## config.mk

```make
export PLATFORM = sky130hd
export DESIGN_NAME = hazard_controller_flat
export DESIGN_NICKNAME = d
export VERILOG_FILES = /design/src/rtl/hazard_controller_if.sv /design/src/rtl/hazard_controller.sv /design/src/flat_wrapper.sv
export SDC_FILE = /design/constraint.sdc
export NUM_CORES = 1
export LEC_CHECK = 0
export BUFFER_PORTS_ARGS = -buffer_cell sky130_fd_sc_hd__clkbuf_2
export CORE_AREA = 8 8 66 96
export DETAILED_ROUTE_END_ITERATION = 8
export DIE_AREA = 0 0 74 104
export PLACE_DENSITY = 0.91
export SETUP_SLACK_MARGIN = 0.5
export SLEW_MARGIN = 20
export SYNTH_ARGS = -nofsm -noshare
export SYNTH_HDL_FRONTEND = slang
export SYNTH_SLANG_ARGS = --single-unit
```

## constraint.sdc

```tcl
create_clock -name clk -period 5.1 [get_ports clk]
set_clock_uncertainty 0.1 [all_clocks]
set_input_delay 0.255 -clock clk [delete_from_list [all_inputs] [get_ports clk]]
set_output_delay 0.255 -clock clk [all_outputs]
set_load 0.01 [all_outputs]
```

## src/rtl/hazard_controller_if.sv

```systemverilog
// Bundle between the pipeline datapath and the hazard controller: hazard sources,
// divider handshake, stage enables/flushes and status.
interface hazard_controller_if #(
    parameter int unsigned CNT_W = 32
);
    logic [4:0]       rs1_address_id_i;
    logic [4:0]       rs2_address_id_i;
    logic             branch_id_i;
    logic             branch_taken_id_i;
    logic             rd_we_ex_i;
    logic             mem_to_reg_ex_i;
    logic [4:0]       rd_address_ex_i;
    logic             rd_we_mem_i;
    logic             mem_to_reg_mem_i;
    logic [4:0]       rd_address_mem_i;
    logic             div_ex_i;
    logic             div_done_i;
    logic             pc_en_o;
    logic             if_id_en_o;
    logic             if_id_flush_o;
    logic             id_ex_en_o;
    logic             id_ex_flush_o;
    logic             ex_mem_flush_o;
    logic             div_start_o;
    logic             div_timeout_o;
    logic [CNT_W-1:0] stall_cnt_o;
    // High while the divider handshake is outstanding (DIV_BUSY).
    logic             state_dbg_o;

    modport master (
        output rs1_address_id_i, rs2_address_id_i, branch_id_i, branch_taken_id_i,
               rd_we_ex_i, mem_to_reg_ex_i, rd_address_ex_i,
               rd_we_mem_i, mem_to_reg_mem_i, rd_address_mem_i,
               div_ex_i, div_done_i,
        input  pc_en_o, if_id_en_o, if_id_flush_o, id_ex_en_o, id_ex_flush_o,
               ex_mem_flush_o, div_start_o, div_timeout_o, stall_cnt_o, state_dbg_o
    );

    modport slave (
        input  rs1_address_id_i, rs2_address_id_i, branch_id_i, branch_taken_id_i,
               rd_we_ex_i, mem_to_reg_ex_i, rd_address_ex_i,
               rd_we_mem_i, mem_to_reg_mem_i, rd_address_mem_i,
               div_ex_i, div_done_i,
        output pc_en_o, if_id_en_o, if_id_flush_o, id_ex_en_o, id_ex_flush_o,
               ex_mem_flush_o, div_start_o, div_timeout_o, stall_cnt_o, state_dbg_o
    );
endinterface

```

## src/rtl/hazard_controller.sv

```systemverilog
// Load-use / ID-branch hazard stalls and multi-cycle divider sequencing for the
// 5-stage core; also keeps a saturating stall counter and a sticky divider watchdog.
module hazard_controller #(
    parameter int unsigned DIV_TIMEOUT = 40,
    parameter int unsigned CNT_W       = 32
) (
    input  logic               clk,
    input  logic               reset,
    hazard_controller_if.slave bus
);
    typedef enum logic [0:0] {
        RUN      = 1'b0,
        DIV_BUSY = 1'b1
    } state_t;

    state_t           r_state;
    logic [7:0]       r_wdog;
    logic             r_div_timeout;
    logic [CNT_W-1:0] r_stall_cnt;

    logic w_ex_hit;
    logic w_mem_hit;
    logic w_lu;
    logic w_br;
    logic w_release;
    logic w_pc_en;
    logic w_if_id_en;
    logic w_if_id_flush;
    logic w_id_ex_en;
    logic w_id_ex_flush;
    logic w_ex_mem_flush;
    logic w_div_start;

    // x0 is never a real producer, so it can never create a dependency.
    assign w_ex_hit  = (bus.rd_address_ex_i != 5'd0) &&
                       ((bus.rd_address_ex_i == bus.rs1_address_id_i) ||
                        (bus.rd_address_ex_i == bus.rs2_address_id_i));
    assign w_mem_hit = (bus.rd_address_mem_i != 5'd0) &&
                       ((bus.rd_address_mem_i == bus.rs1_address_id_i) ||
                        (bus.rd_address_mem_i == bus.rs2_address_id_i));

    assign w_lu      = bus.mem_to_reg_ex_i & bus.rd_we_ex_i & w_ex_hit;
    assign w_br      = bus.branch_id_i &
                       ((bus.rd_we_ex_i & w_ex_hit) |
                        (bus.mem_to_reg_mem_i & bus.rd_we_mem_i & w_mem_hit));
    assign w_release = bus.div_done_i | (r_wdog == 8'(DIV_TIMEOUT - 1));

    always_comb begin
        w_pc_en        = 1'b1;
        w_if_id_en     = 1'b1;
        w_if_id_flush  = 1'b0;
        w_id_ex_en     = 1'b1;
        w_id_ex_flush  = 1'b0;
        w_ex_mem_flush = 1'b0;
        w_div_start    = 1'b0;
        case (r_state)
            RUN: begin
                if (bus.div_ex_i) begin
                    w_div_start    = 1'b1;
                    w_pc_en        = 1'b0;
                    w_if_id_en     = 1'b0;
                    w_id_ex_en     = 1'b0;
                    w_ex_mem_flush = 1'b1;
                end else if (w_lu | w_br) begin
                    w_pc_en       = 1'b0;
                    w_if_id_en    = 1'b0;
                    w_id_ex_flush = 1'b1;
                end else if (bus.branch_taken_id_i) begin
                    w_if_id_flush = 1'b1;
                end
            end
            DIV_BUSY: begin
                // The release cycle opens every stage so EX/MEM captures the quotient.
                if (!w_release) begin
                    w_pc_en        = 1'b0;
                    w_if_id_en     = 1'b0;
                    w_id_ex_en     = 1'b0;
                    w_ex_mem_flush = 1'b1;
                end
            end
            default: ;
        endcase
    end

    always_ff @(posedge clk or negedge reset) begin
        if (!reset) begin
            r_state       <= RUN;
            r_wdog        <= 8'd0;
            r_div_timeout <= 1'b0;
            r_stall_cnt   <= '0;
        end else begin
            case (r_state)
                RUN: begin
                    if (bus.div_ex_i) begin
                        r_state <= DIV_BUSY;
                        r_wdog  <= 8'd0;
                    end
                end
                DIV_BUSY: begin
                    if (w_release) begin
                        r_state <= RUN;
                        if (!bus.div_done_i) begin
                            r_div_timeout <= 1'b1;
                        end
                    end else begin
                        r_wdog <= r_wdog + 8'd1;
                    end
                end
                default: r_state <= RUN;
            endcase
            if (!w_pc_en && (r_stall_cnt != {CNT_W{1'b1}})) begin
                r_stall_cnt <= r_stall_cnt + {{(CNT_W-1){1'b0}}, 1'b1};
            end
        end
    end

    assign bus.pc_en_o        = w_pc_en;
    assign bus.if_id_en_o     = w_if_id_en;
    assign bus.if_id_flush_o  = w_if_id_flush;
    assign bus.id_ex_en_o     = w_id_ex_en;
    assign bus.id_ex_flush_o  = w_id_ex_flush;
    assign bus.ex_mem_flush_o = w_ex_mem_flush;
    assign bus.div_start_o    = w_div_start;
    assign bus.div_timeout_o  = r_div_timeout;
    assign bus.stall_cnt_o    = r_stall_cnt;
    assign bus.state_dbg_o    = (r_state == DIV_BUSY);
endmodule
```

## src/flat_wrapper.sv

```systemverilog
// flat-port wrapper written by rule: the top's interface ports become plain ports
module hazard_controller_flat 
#(
    parameter int unsigned DIV_TIMEOUT = 40,
    parameter int unsigned CNT_W       = 32
)
  (clk, reset, bus_rs1_address_id_i, bus_rs2_address_id_i, bus_branch_id_i, bus_branch_taken_id_i, bus_rd_we_ex_i, bus_mem_to_reg_ex_i, bus_rd_address_ex_i, bus_rd_we_mem_i, bus_mem_to_reg_mem_i, bus_rd_address_mem_i, bus_div_ex_i, bus_div_done_i, bus_pc_en_o, bus_if_id_en_o, bus_if_id_flush_o, bus_id_ex_en_o, bus_id_ex_flush_o, bus_ex_mem_flush_o, bus_div_start_o, bus_div_timeout_o, bus_stall_cnt_o, bus_state_dbg_o);
  hazard_controller_if #(.CNT_W(CNT_W)) bus_i ();
  input  logic clk;
  input  logic reset;
  input wire logic [$bits(bus_i.rs1_address_id_i)-1:0] bus_rs1_address_id_i;
  input wire logic [$bits(bus_i.rs2_address_id_i)-1:0] bus_rs2_address_id_i;
  input wire logic [$bits(bus_i.branch_id_i)-1:0] bus_branch_id_i;
  input wire logic [$bits(bus_i.branch_taken_id_i)-1:0] bus_branch_taken_id_i;
  input wire logic [$bits(bus_i.rd_we_ex_i)-1:0] bus_rd_we_ex_i;
  input wire logic [$bits(bus_i.mem_to_reg_ex_i)-1:0] bus_mem_to_reg_ex_i;
  input wire logic [$bits(bus_i.rd_address_ex_i)-1:0] bus_rd_address_ex_i;
  input wire logic [$bits(bus_i.rd_we_mem_i)-1:0] bus_rd_we_mem_i;
  input wire logic [$bits(bus_i.mem_to_reg_mem_i)-1:0] bus_mem_to_reg_mem_i;
  input wire logic [$bits(bus_i.rd_address_mem_i)-1:0] bus_rd_address_mem_i;
  input wire logic [$bits(bus_i.div_ex_i)-1:0] bus_div_ex_i;
  input wire logic [$bits(bus_i.div_done_i)-1:0] bus_div_done_i;
  output wire logic [$bits(bus_i.pc_en_o)-1:0] bus_pc_en_o;
  output wire logic [$bits(bus_i.if_id_en_o)-1:0] bus_if_id_en_o;
  output wire logic [$bits(bus_i.if_id_flush_o)-1:0] bus_if_id_flush_o;
  output wire logic [$bits(bus_i.id_ex_en_o)-1:0] bus_id_ex_en_o;
  output wire logic [$bits(bus_i.id_ex_flush_o)-1:0] bus_id_ex_flush_o;
  output wire logic [$bits(bus_i.ex_mem_flush_o)-1:0] bus_ex_mem_flush_o;
  output wire logic [$bits(bus_i.div_start_o)-1:0] bus_div_start_o;
  output wire logic [$bits(bus_i.div_timeout_o)-1:0] bus_div_timeout_o;
  output wire logic [$bits(bus_i.stall_cnt_o)-1:0] bus_stall_cnt_o;
  output wire logic [$bits(bus_i.state_dbg_o)-1:0] bus_state_dbg_o;
  assign bus_i.rs1_address_id_i = bus_rs1_address_id_i;
  assign bus_i.rs2_address_id_i = bus_rs2_address_id_i;
  assign bus_i.branch_id_i = bus_branch_id_i;
  assign bus_i.branch_taken_id_i = bus_branch_taken_id_i;
  assign bus_i.rd_we_ex_i = bus_rd_we_ex_i;
  assign bus_i.mem_to_reg_ex_i = bus_mem_to_reg_ex_i;
  assign bus_i.rd_address_ex_i = bus_rd_address_ex_i;
  assign bus_i.rd_we_mem_i = bus_rd_we_mem_i;
  assign bus_i.mem_to_reg_mem_i = bus_mem_to_reg_mem_i;
  assign bus_i.rd_address_mem_i = bus_rd_address_mem_i;
  assign bus_i.div_ex_i = bus_div_ex_i;
  assign bus_i.div_done_i = bus_div_done_i;
  assign bus_pc_en_o = bus_i.pc_en_o;
  assign bus_if_id_en_o = bus_i.if_id_en_o;
  assign bus_if_id_flush_o = bus_i.if_id_flush_o;
  assign bus_id_ex_en_o = bus_i.id_ex_en_o;
  assign bus_id_ex_flush_o = bus_i.id_ex_flush_o;
  assign bus_ex_mem_flush_o = bus_i.ex_mem_flush_o;
  assign bus_div_start_o = bus_i.div_start_o;
  assign bus_div_timeout_o = bus_i.div_timeout_o;
  assign bus_stall_cnt_o = bus_i.stall_cnt_o;
  assign bus_state_dbg_o = bus_i.state_dbg_o;
  hazard_controller #(.DIV_TIMEOUT(DIV_TIMEOUT), .CNT_W(CNT_W)) u_core (.clk(clk), .reset(reset), .bus(bus_i));
endmodule
```

Word level (Yosys, flattened, before mapping)
Index checks and enable logic that the tools add are counted.
- bits in registers: 42
- input bits: 30
- output and inout bits: 41
- logic and storage cells: 55
- add/subtract/negate cells: 2
- equal/unequal tests: 8
- multiplexer cells: 20
- bitwise operators: 11
- reductions and logical operators: 10
- operators by type and width (operator ; count):
    $add 32x1->32 const B ; 1
    $ne 32x32->1 const B ; 1
    $eq 5x5->1 ; 4
    $mux 8 ; 2
    $pmux 8 s2 ; 1
    $mux 1 ; 14
    $reduce_bool 5->1 ; 2
    $add 8x1->8 const B ; 1
    $eq 8x6->1 const B ; 1
    $and 1x1->1 ; 6
    $pmux 1 s2 ; 3
    $ne 2x2->1 const B ; 2
    $logic_and 1x1->1 ; 3
    $or 1x1->1 ; 3
    $reduce_and 3->1 ; 1
    $logic_or 1x1->1 ; 2
    $not 1->1 ; 2
    $reduce_and 2->1 ; 1
    $logic_not 1->1 ; 1

Longest topological paths before layout
Gate-level depths: netlist of the first run.
- word-level depth: 12
- gate-level depth with buffers: 9
- gate-level depth less buffers: 7

Worst setup path before layout of the first run
OpenSTA, ideal clock, no wires.
- kind: register -> output
- start point: register u_core.r_wdog[4]
- end point: output bus_pc_en_o
- data arrival time: 2.060 ns
- path slack: 2.685 ns
- cell stages (with the launch flop): 9
- cell sequence: dfrtp_1 > or4b_1 > nor3_2 > nand2b_2 > and2b_2 > buf_8 > buf_4 > and2_1 > buf_4
- word-level cells in the longest chain between the ends: 4
- RTL lines (item ; RTL line ; RTL):
    start, declared ; hazard_controller.sv:17 ; logic [7:0] r_wdog;
    start signal, assigned ; hazard_controller.sv:106 ; r_wdog <= r_wdog + 8'd1;
    $eq 8x6->1 ; hazard_controller.sv:46 ; assign w_release = bus.div_done_i | (r_wdog == 8'(DIV_TIMEOUT - 1));
    $or 1x1->1 ; hazard_controller.sv:46 ;
    $mux 1 ; n/a ;
    $pmux 1 s2 ; n/a ;
    end, declared ; flat_wrapper.sv:23 ; output wire logic [$bits(bus_i.pc_en_o)-1:0] bus_pc_en_o;
Every way passes these cells.

Final worst setup path of the first run
- start point: register u_core.r_wdog[4]
- end point: output bus_if_id_en_o
- word-level cells in the longest chain between the ends: 4
- RTL lines (item ; RTL line ; RTL):
    $eq 8x6->1 ; hazard_controller.sv:46 ;
    $or 1x1->1 ; hazard_controller.sv:46 ;
    $mux 1 ; hazard_controller.sv:74 ; if (!w_release) begin
    $pmux 1 s2 ; hazard_controller.sv:56 ; case (r_state)
    end, declared ; flat_wrapper.sv:24 ; output wire logic [$bits(bus_i.if_id_en_o)-1:0] bus_if_id_en_o;
Every way passes these cells.

==> results of run 1 <==
layout by cell type (no fill, tap or decap), types with 3 or more instances in the layout:
cell type	synthesis	routed
nand3_1	15	15
a2111oi_2	3	3
a2111oi_4	7	7
and3_1	6	5
nor3_2	3	3
nand2_1	19	19
clkbuf_2	0	69
dfrtp_1	42	42
xor2_1	50	50
nor2_1	16	16
nand4_1	7	7
inv_1	7	7
o21ai_0	6	6
nor2b_1	3	3
nor3_1	3	3
clkbuf_8	0	6
a211oi_1	18	18
flip-flops by register name (all words and copies together), names as in the netlist:
signal,flops
u_core.bus.state_dbg_o,1
u_core.bus.div_timeout_o,1
u_core.r_wdog,8
u_core.bus.stall_cnt_o,32
area by class of cell:
class | instances | area, um2
Clock inverter | 2 | 60.1
Sequential cell | 42 | 1050
Tap cell | 68 | 85.1
Multi-Input combinational cell | 193 | 1530
Inverter | 7 | 26.3
Fill cell | 406 | 1820
Timing Repair Buffer | 70 | 350
Clock buffer | 6 | 82.6
power by group:
group | switching (mW) | total (mW) | leakage, nW | internal, mW
Combinational | 0.180 | 0.302 | 0.818 | 0.122
Sequential | 0.0927 | 0.487 | 0.505 | 0.394
Clock | 0.117 | 0.326 | 0.0714 | 0.209
Total | 0.390 | 1.11 | 1.39 | 0.725
routing by layer:
layer / up-vias / global-route usage, % / part of all wire (%)
met5: - / 0 / 0
met4: 0 / 7.04 / 1.4
met3: 10 / 4.25 / 6.1
met2: 77 / 30.6 / 54
met1: 1071 / 18.2 / 38
li1: 1046 / - / -
worst paths after layout:
| kind | startpoint | to | depth (start not counted) |
|---|---|---|---|
| max in group asynchronous | reset | u_core.bus.stall_cnt_o[27]$_DFFE_PN0P_ | 1 |
| worst min-delay path | reset | u_core.r_wdog[4]$_DFFE_PN0P_ | 1 |
| worst max register to register | u_core.r_wdog[4]$_DFFE_PN0P_ | u_core.bus.stall_cnt_o[1]$_DFFE_PN0P_ | 6 |
| worst max-delay path | u_core.r_wdog[4]$_DFFE_PN0P_ | bus_if_id_en_o | 6 |
| worst min register to register | u_core.bus.div_timeout_o$_DFFE_PN0P_ | u_core.bus.div_timeout_o$_DFFE_PN0P_ | 1 |
| min in group clk | bus_div_ex_i | u_core.r_wdog[6]$_DFFE_PN0P_ | 3 |
through the flow:
stage	instance area (um2)	total power [mW]	cells	setup slack, ps
4_1_cts	3180	1.12	388	1870
3_3_place_gp	3040	0.777	380	2070
3_5_place_dp	3040	0.796	380	1910
5_1_grt	3180	1.17	388	1760
2_1_floorplan	2700	0.660	254	2680
6_report	3180	1.11	388	1880
cell families (layout without fill, tap and decap cells):
kind of cell	count (synthesis)	after routing	synth area share, %
multiplexers	1	1	0.557
AO/OA/AOI/OAI	49	49	19.6
adder cells (fa/ha/maj)	2	2	0.928
XOR/XNOR	52	52	16.9
AND/OR/NAND/NOR	89	89	18.6
buffers and inverters	19	85	4.36
flip-flops	42	42	39.0
==> run metrics, run 1 <==
number of flops mapped to enable cells by yosys=0; number of instances resized during post-cts repair=0; Detail Route Antenna Nets=0; initial antenna violation count=0; Tightest Hold Check Type=primary input to async pin; maximum number of pins on one net before global-route repair=43; Data required, critical path=4740 ps; share of Yosys cell area claimed by the top area cell type=39.0%; clk root buf=clkbuf_8; worst path arrival time=2860 ps; kind of end point of the critical path=output port; total leakage power=1.39 nW; number of input and output port buffers inserted=70; Die ar.=0.00770 mm2; H-Tree Depth=2; Final Net Count=351; boundary pin count=71; count of standard-cell rows=32; most frequent cell after synthesis=xor2_1; starting DRC count in detailed routing=127; fraction of layout cells with a size suffix above 1=31.9%; register-to-register setup slack=2150 ps; part of the Yosys area used for sequential elements=39.0%; TritonCTS clock tree=built; total number of clock tree sinks=42; share of async-settable or async-resettable flops after synthesis=100%; Ant. Diodes=0; max capacitance violation total=0; startpoint type of the worst setup path=flip-flop; average via count per standard cell=5.68; Post-Synthesis Cell Area=0.00270 mm2; slowest cell on the critical path=and2b_2; Max clock buf depth=2; height of the die=104 um; post-synth net total=286; cell type with the largest total area after synthesis=dfrtp_1; GP Congestion=0.791; outcome=finished, violations left; slew at the pin with the worst max-slew slack=964 ps; top flip-flop cell by instance count after synthesis=dfrtp_1; grt total ovfl=0; final WL=6.40 mm; max_slew headroom=35.7%; synth-to-layout area growth=18.1%; total core area=0.00500 mm2; count of buffer and inverter cells on the critical path=1; Warnings, synthesis=0; Cell variety after synth=48; setup_tns=0 ps; final count of hold timing violations=10; post-synthesis cell count=254; Fmax achieved=0.311 GHz; vias in the first global route=2350; number of iterations in the first detailed-routing pass=4; clock latency on the worst-skew pair=300 ps; hold-fix buffer count after cts=0; final routed DRC violation total=0; most common library cells after synthesis=xor2_1, dfrtp_1, nand2_1; Pwr Density=350 mW/mm2; largest stage delay on the critical path=800 ps; violations in the final reports=negative hold slack; final worst-path cycle share=63.1%; global-route wire length before repair=10.7 mm; final critical-path required period=3220 ps; largest fanout of any net on the critical path=39; effective utilization at floorplan=53.9%; Slew Limit Fails=0; clock transition at the registers of the reported paths=80 ps; routed wirelength normalized by instance count=16.5 um; cell class contributing the biggest share of worst-path delay=simple AND/OR/NAND/NOR gates; CTS buffer count=5; HPWL after detailed placement=4.90 mm; Crit Path Class=flip-flop to output port; setup repair after global routing missed its margin=false; worst slack on hold paths=-9.01 ps; Finished Core Util=63.6%; CP Cell Sequence=or4b_1 -> nor3_2 -> nand2b_2 -> and2b_2 -> and2_1 -> clkbuf_2; number of flip-flops and latches in the synthesized netlist=42; die boundary width=74 um; overall via count from detail_route=2204; cell types occupying the most area after synthesis=dfrtp_1, xor2_1, a2111oi_4; maximum VDD drop=171 uV; number of setup violations in the final report=0; post-synthesis area per instance=10.6 um2; aggregate global-route resource usage=17.2%; number of setup buffers added after CTS=0
(Power assumes the default switching activity.)
==> run 2: changes to the inputs <==
- CORE_AREA: 8 8 66 96 -> 8 8 68 99
- DIE_AREA: 0 0 74 104 -> 0 0 76 107
- PLACE_DENSITY: 0.91 -> 0.87
- clock period: 5.1 -> 3.4 ns (I/O delays scaled with it)
==> run metrics, run 2 (same netlist as run 1, synthesis figures left out) <==
outcome=completed; startpoint of the worst-slack reg-to-reg timing path=u_core.r_wdog[3]$_DFFE_PN0P_; final WL=6.48 mm; final worst setup slack=691 ps; routed wirelength normalized by instance count=16.5 um; Detail Route Antenna Nets=0; clock latency on the worst-skew pair=300 ps; kind of end point of the critical path=flip-flop; worst hold path startpoint=bus_div_ex_i; Tightest Hold Check Type=primary input to flip-flop; final routed DRC violation total=0; setup_tns=0 ps; Crit Path Class=flip-flop to flip-flop; fraction of layout cells with a size suffix above 1=31.9%; startpoint type of the worst setup path=flip-flop; starting DRC count in detailed routing=145; count of standard-cell rows=33; maximum VDD drop=221 uV; Data required, critical path=3470 ps; Finished Core Util=59.4%; max capacitance violation total=0; height of the die=107 um; Ant. Diodes=0; overall via count from detail_route=2246; largest fanout of any net on the critical path=23; worst path arrival time=2780 ps; synth-to-layout area growth=17.5%; clock transition at the registers of the reported paths=80 ps; vias in the first global route=2395; grt total ovfl=0; number of input and output port buffers inserted=70; net switching share of the total power=38.0%; total leakage power=1.39 nW; most common library cell in the layout ignoring fill and taps=clkbuf_2; Die ar.=0.00813 mm2; final count of hold timing violations=0; cell-internal power=940 uW; Fmax achieved=0.369 GHz; max_slew headroom=38.2%; setup repair after global routing missed its margin=false; Switching Power=576 uW; total number of clock tree sinks=42; final cell count without fillers=393; global-route wire length before repair=10.8 mm; clk root buf=clkbuf_8; max reg flops=32; Max clock buf depth=2; Pwr Density=479 mW/mm2; average via count per standard cell=5.72; filler cell count=448; Final Net Count=354; launch point of the critical path=u_core.r_wdog[3]$_DFFE_PN0P_; aggregate global-route resource usage=15.9%; number of iterations in the first detailed-routing pass=4; TritonCTS clock tree=built; CTS buffer count=5; initial antenna violation count=0; die boundary width=76 um; power share of the sequential group=48.1%; number of setup violations in the final report=0; clock network fraction of design power=22.8%; HPWL after detailed placement=4.89 mm; boundary pin count=71; slew at the pin with the worst max-slew slack=927 ps; highest-count cells in the layout ignoring fill and taps=clkbuf_2, xor2_1, dfrtp_1; GP Congestion=0.804; final worst-path cycle share=79.7%; maximum number of pins on one net before global-route repair=43; count of placed standard cells including taps=384; Slew Limit Fails=0; effective utilization at floorplan=50.6%; total core area=0.00533 mm2; final critical-path required period=2710 ps; Setup Slack @ Placement=654 ps; H-Tree Depth=2; logic gate share of total power=29.1%
==> run 2: changes by cell type in the layout (fill, tap and decap cells not counted), sizes merged <==
| cell | delta |
|---|---|
| buf | +2 |
| bufinv | -2 |
| clkinv | +1 |
| clkinvlp | +1 |
| dlygate4sd3 | +1 |
==> run 2: final timing paths <==
check	slack, ps	cells after the start	to
worst max-delay path	690	7	u_core.bus.stall_cnt_o[17]$_DFFE_PN0P_
worst min-delay path	210	3	u_core.r_wdog[7]$_DFFE_PN0P_
worst max register to register	690	7	u_core.bus.stall_cnt_o[17]$_DFFE_PN0P_
worst min register to register	380	1	u_core.bus.div_timeout_o$_DFFE_PN0P_
max in group asynchronous	2180	2	u_core.bus.stall_cnt_o[31]$_DFFE_PN0P_
min in group asynchronous	430	2	u_core.r_wdog[7]$_DFFE_PN0P_
==> run 2: final cells by class <==
type | count | area, um2 | area share, %
timing repair buffer | 73 | 379 | 12.0
inverter | 7 | 26.3 | 0.830
clock inverter | 2 | 12.5 | 0.395
sequential | 42 | 1050 | 33.2
clock buffer | 6 | 82.6 | 2.61
tap | 70 | 87.6 | 2.77
multi-input combinational | 193 | 1530 | 48.2
==> run 2: layer usage <==
| metal | vias to the layer above | routed length, um | global-route usage, % |
|---|---|---|---|
| met5 | - | 0 | 0 |
| met4 | 0 | 139 | 8.03 |
| met3 | 9 | 354 | 4.36 |
| met2 | 80 | 3450 | 29.0 |
| met1 | 1100 | 2530 | 16.2 |
| li1 | 1057 | - | - |
==> run 2: worst max-delay path, cell delays in order, from the launching register on <==
cell and delay, ps:
dfrtp_1 430, or4b_1 530, nor3_2 140, nand2b_2 220, and2b_2 400, buf_4 420
a211oi_1 160, xor2_1 170
==> run 2: repair_timing <==
item,in CTS,in global routing
buffers inserted,0,0
resized for setup,0,1
hold buffers,1,0
endpoints found under the setup margin,0,4
hold endpoints to repair,42,0
==> run 2: power groups by stage <==
stage	sequential [mW]	clock [mW]	combinational, mW
floorplan	0.744	0	0.247
global placement	0.729	0	0.437
detailed placement	0.736	0	0.447
CTS	0.727	0.348	0.448
global route	0.743	0.368	0.483
finish	0.730	0.345	0.441
==> run 2: stage by stage <==
step           hold WS (ps)  power, mW  cell area (um2)
2_1_floorplan          -226      0.990             2700
3_3_place_gp            291       1.17             3060
3_5_place_dp            301       1.18             3060
4_1_cts                 212       1.52             3160
5_1_grt                 241       1.59             3170
6_report                214       1.52             3170
==> run 3: changes to the inputs <==
- ABC_AREA: unset -> 1
- CORE_AREA: 8 8 68 99 -> 8 8 74 108
- DIE_AREA: 0 0 76 107 -> 0 0 82 116
- PLACE_DENSITY: 0.87 -> 0.84
- clock period: 3.4 -> 2.2 ns (I/O delays scaled with it)
==> run metrics, run 3 <==
outcome=completed; share of Yosys cell area claimed by the top area cell type=34.4%; fraction of layout cells with a size suffix above 1=28.6%; number of input and output port buffers inserted=70; post-synthesis cell count=459; largest fanout of any net on the critical path=7; most common library cells after synthesis=nand2_1, nor2_1, inv_1; final count of hold timing violations=0; WL met3=801 um; grt total ovfl=0; maximum number of pins on one net before global-route repair=24; number of flip-flops and latches in the synthesized netlist=42; worst path arrival time=2110 ps; most common library cell in the layout ignoring fill and taps=nand2_1; highest routed metal layer=met4; share of async-settable or async-resettable flops after synthesis=100%; height of the die=116 um; number of iterations in the first detailed-routing pass=5; starting DRC count in detailed routing=250; Finished Core Util=64.7%; slowest cell on the critical path=dfrtp_1; number of flops mapped to enable cells by yosys=0; top flip-flop cell by instance count after synthesis=dfrtp_1; effective utilization at floorplan=47.8%; setup repair after global routing missed its margin=true; Slew Limit Fails=0; vias in the first global route=3626; most frequent cell after synthesis=nand2_1; clock latency on the worst-skew pair=310 ps; HPWL after detailed placement=7.01 mm; aggregate global-route resource usage=21.8%; cell type with the largest total area after synthesis=dfrtp_1; CP Cell Sequence=ha_2 -> nand2_2 -> clkinv_2 -> nand2_1 -> or2_4 -> nand2_4 -> nand2_8 -> inv_8 -> nand2_8 -> buf_4 -> nand2_8 -> buf_6 -> nand2_1 -> nand2_1; count of placed standard cells including taps=604; Data required, critical path=2340 ps; count of standard-cell rows=36; total number of clock tree sinks=42; Pwr Density=576 mW/mm2; Setup Slack @ Placement=149 ps; worst slack on hold paths=30.8 ps; max reg flops=32; final worst-path cycle share=89.3%; cell area after layout=0.00414 mm2; boundary pin count=71; final routed DRC violation total=0; Max clock buf depth=2; wire length on met2=5.39 mm; max_slew headroom=65.6%; overall via count from detail_route=3549; total core area=0.00640 mm2; final critical-path required period=1960 ps; Detail Route Antenna Nets=0; final worst setup slack=236 ps; Warnings, synthesis=0; routed wirelength normalized by instance count=16.2 um; filler cell count=551; initial antenna violation count=0; cell types occupying the most area after synthesis=dfrtp_1, nand2_1, nand3_1; setup_tns=0 ps; largest stage delay on the critical path=380 ps; clk root buf=clkbuf_8; slew at the pin with the worst max-slew slack=516 ps; Crit Path Class=flip-flop to flip-flop; global-route wire length before repair=16.3 mm; Final Net Count=597; total leakage power=2.18 nW; clock transition at the registers of the reported paths=90 ps; Ant. Diodes=0; max capacitance violation total=0; post-synth net total=491; average via count per standard cell=5.53; Cell variety after synth=35; highest-count cells in the layout ignoring fill and taps=nand2_1, clkbuf_2, nor2_1; post-synthesis area per instance=6.66 um2; Tightest Hold Check Type=primary input to flip-flop; M1 WL=3.59 mm; CTS buffer count=5; Post-Synthesis Cell Area=0.00306 mm2; number of setup violations in the final report=0; dpl cell area=0.00354 mm2; part of the Yosys area used for sequential elements=34.4%; die boundary width=82 um; post-layout power=2.38 mW; final WL=10.4 mm; final cell count without fillers=642; GP Congestion=0.989; maximum VDD drop=732 uV; TritonCTS clock tree=built; Fmax achieved=0.509 GHz; Die ar.=0.00951 mm2; synth-to-layout area growth=35.2%; startpoint type of the worst setup path=flip-flop; H-Tree Depth=2; kind of end point of the critical path=flip-flop
run 3: cell types whose count changed in the layout (fill, tap and decap cells not counted), sizes merged, moves of 5 or more:
cell,delta
inv,+45
and3,-5
o21ai,-5
nor2,+39
buf,+37
nor3,+7
nand2,+157
xor2,-29
a2111oi,-10
a211oi,-18
xnor2,+10
nand3,+30
run 3: what timing repair did:
action                                  in CTS  in global routing
hold buffers                                 1                  0
pin swaps                                    6                  4
buffers inserted                            22                  3
hold endpoints to repair                    19                  0
endpoints found under the setup margin      38                 45
gates resized for setup                     26                 26
gates cloned                                 3                  1
run 3: critical path, delay by kind of cell (launching register included):
| kind | cells | cell delay, ps |
|---|---|---|
| DFF | 1 | 380 |
| adders and majority gates | 1 | 200 |
| buffers and inverters | 4 | 430 |
| and+or+nand+nor | 9 | 790 |
run 3: final timing paths:
kind / end / cells past startpoint / start / slack [ps]
max reg2reg: u_core.bus.stall_cnt_o[19]$_DFFE_PN0P_ / 14 / u_core.r_wdog[1]$_DFFE_PN0P_ / 240
min reg2reg: u_core.r_wdog[7]$_DFFE_PN0P_ / 2 / u_core.r_wdog[7]$_DFFE_PN0P_ / 410
max: u_core.bus.stall_cnt_o[19]$_DFFE_PN0P_ / 14 / u_core.r_wdog[1]$_DFFE_PN0P_ / 240
max in group asynchronous: u_core.bus.stall_cnt_o[25]$_DFFE_PN0P_ / 3 / reset / 1100
min in group asynchronous: u_core.bus.stall_cnt_o[30]$_DFFE_PN0P_ / 2 / reset / 200
min: u_core.bus.div_timeout_o$_DFFE_PN0P_ / 4 / bus_div_done_i / 30
run 3: area by class of cell:
type / count / area [um2] / area share, %
clock inverter: 3 / 43.8 / 1.06
tap: 76 / 95.1 / 2.30
multi-input combinational: 355 / 1920 / 46.4
timing repair buffer: 109 / 749 / 18.1
clock buffer: 5 / 68.8 / 1.66
inverter: 52 / 206 / 4.99
sequential: 42 / 1050 / 25.5
run 3: cell families (layout without fill, tap and decap cells):
logic type	after synthesis	in the layout	share of synthesized area, %
xor gates and xnor gates	33	33	9.45
and+or+nand+nor	308	309	43.9
buffers and inverters	63	169	9.08
adders and majority gates	2	2	0.818
DFF	42	42	34.4
AOI/OAI and AO/OA	11	11	2.41
run 3: metal layers:
metal / track usage [%] / vias up
li1: - / 1647
met1: 22.0 / 1629
met2: 38.2 / 207
met3: 4.19 / 66
met4: 15.5 / 0
met5: 0 / -
run 3: power by group:
part | internal, mW | leakage (nW) | switching (mW)
registers | 0.845 | 0.568 | 0.0852
logic | 0.382 | 1.55 | 0.444
clock network | 0.340 | 0.0585 | 0.288
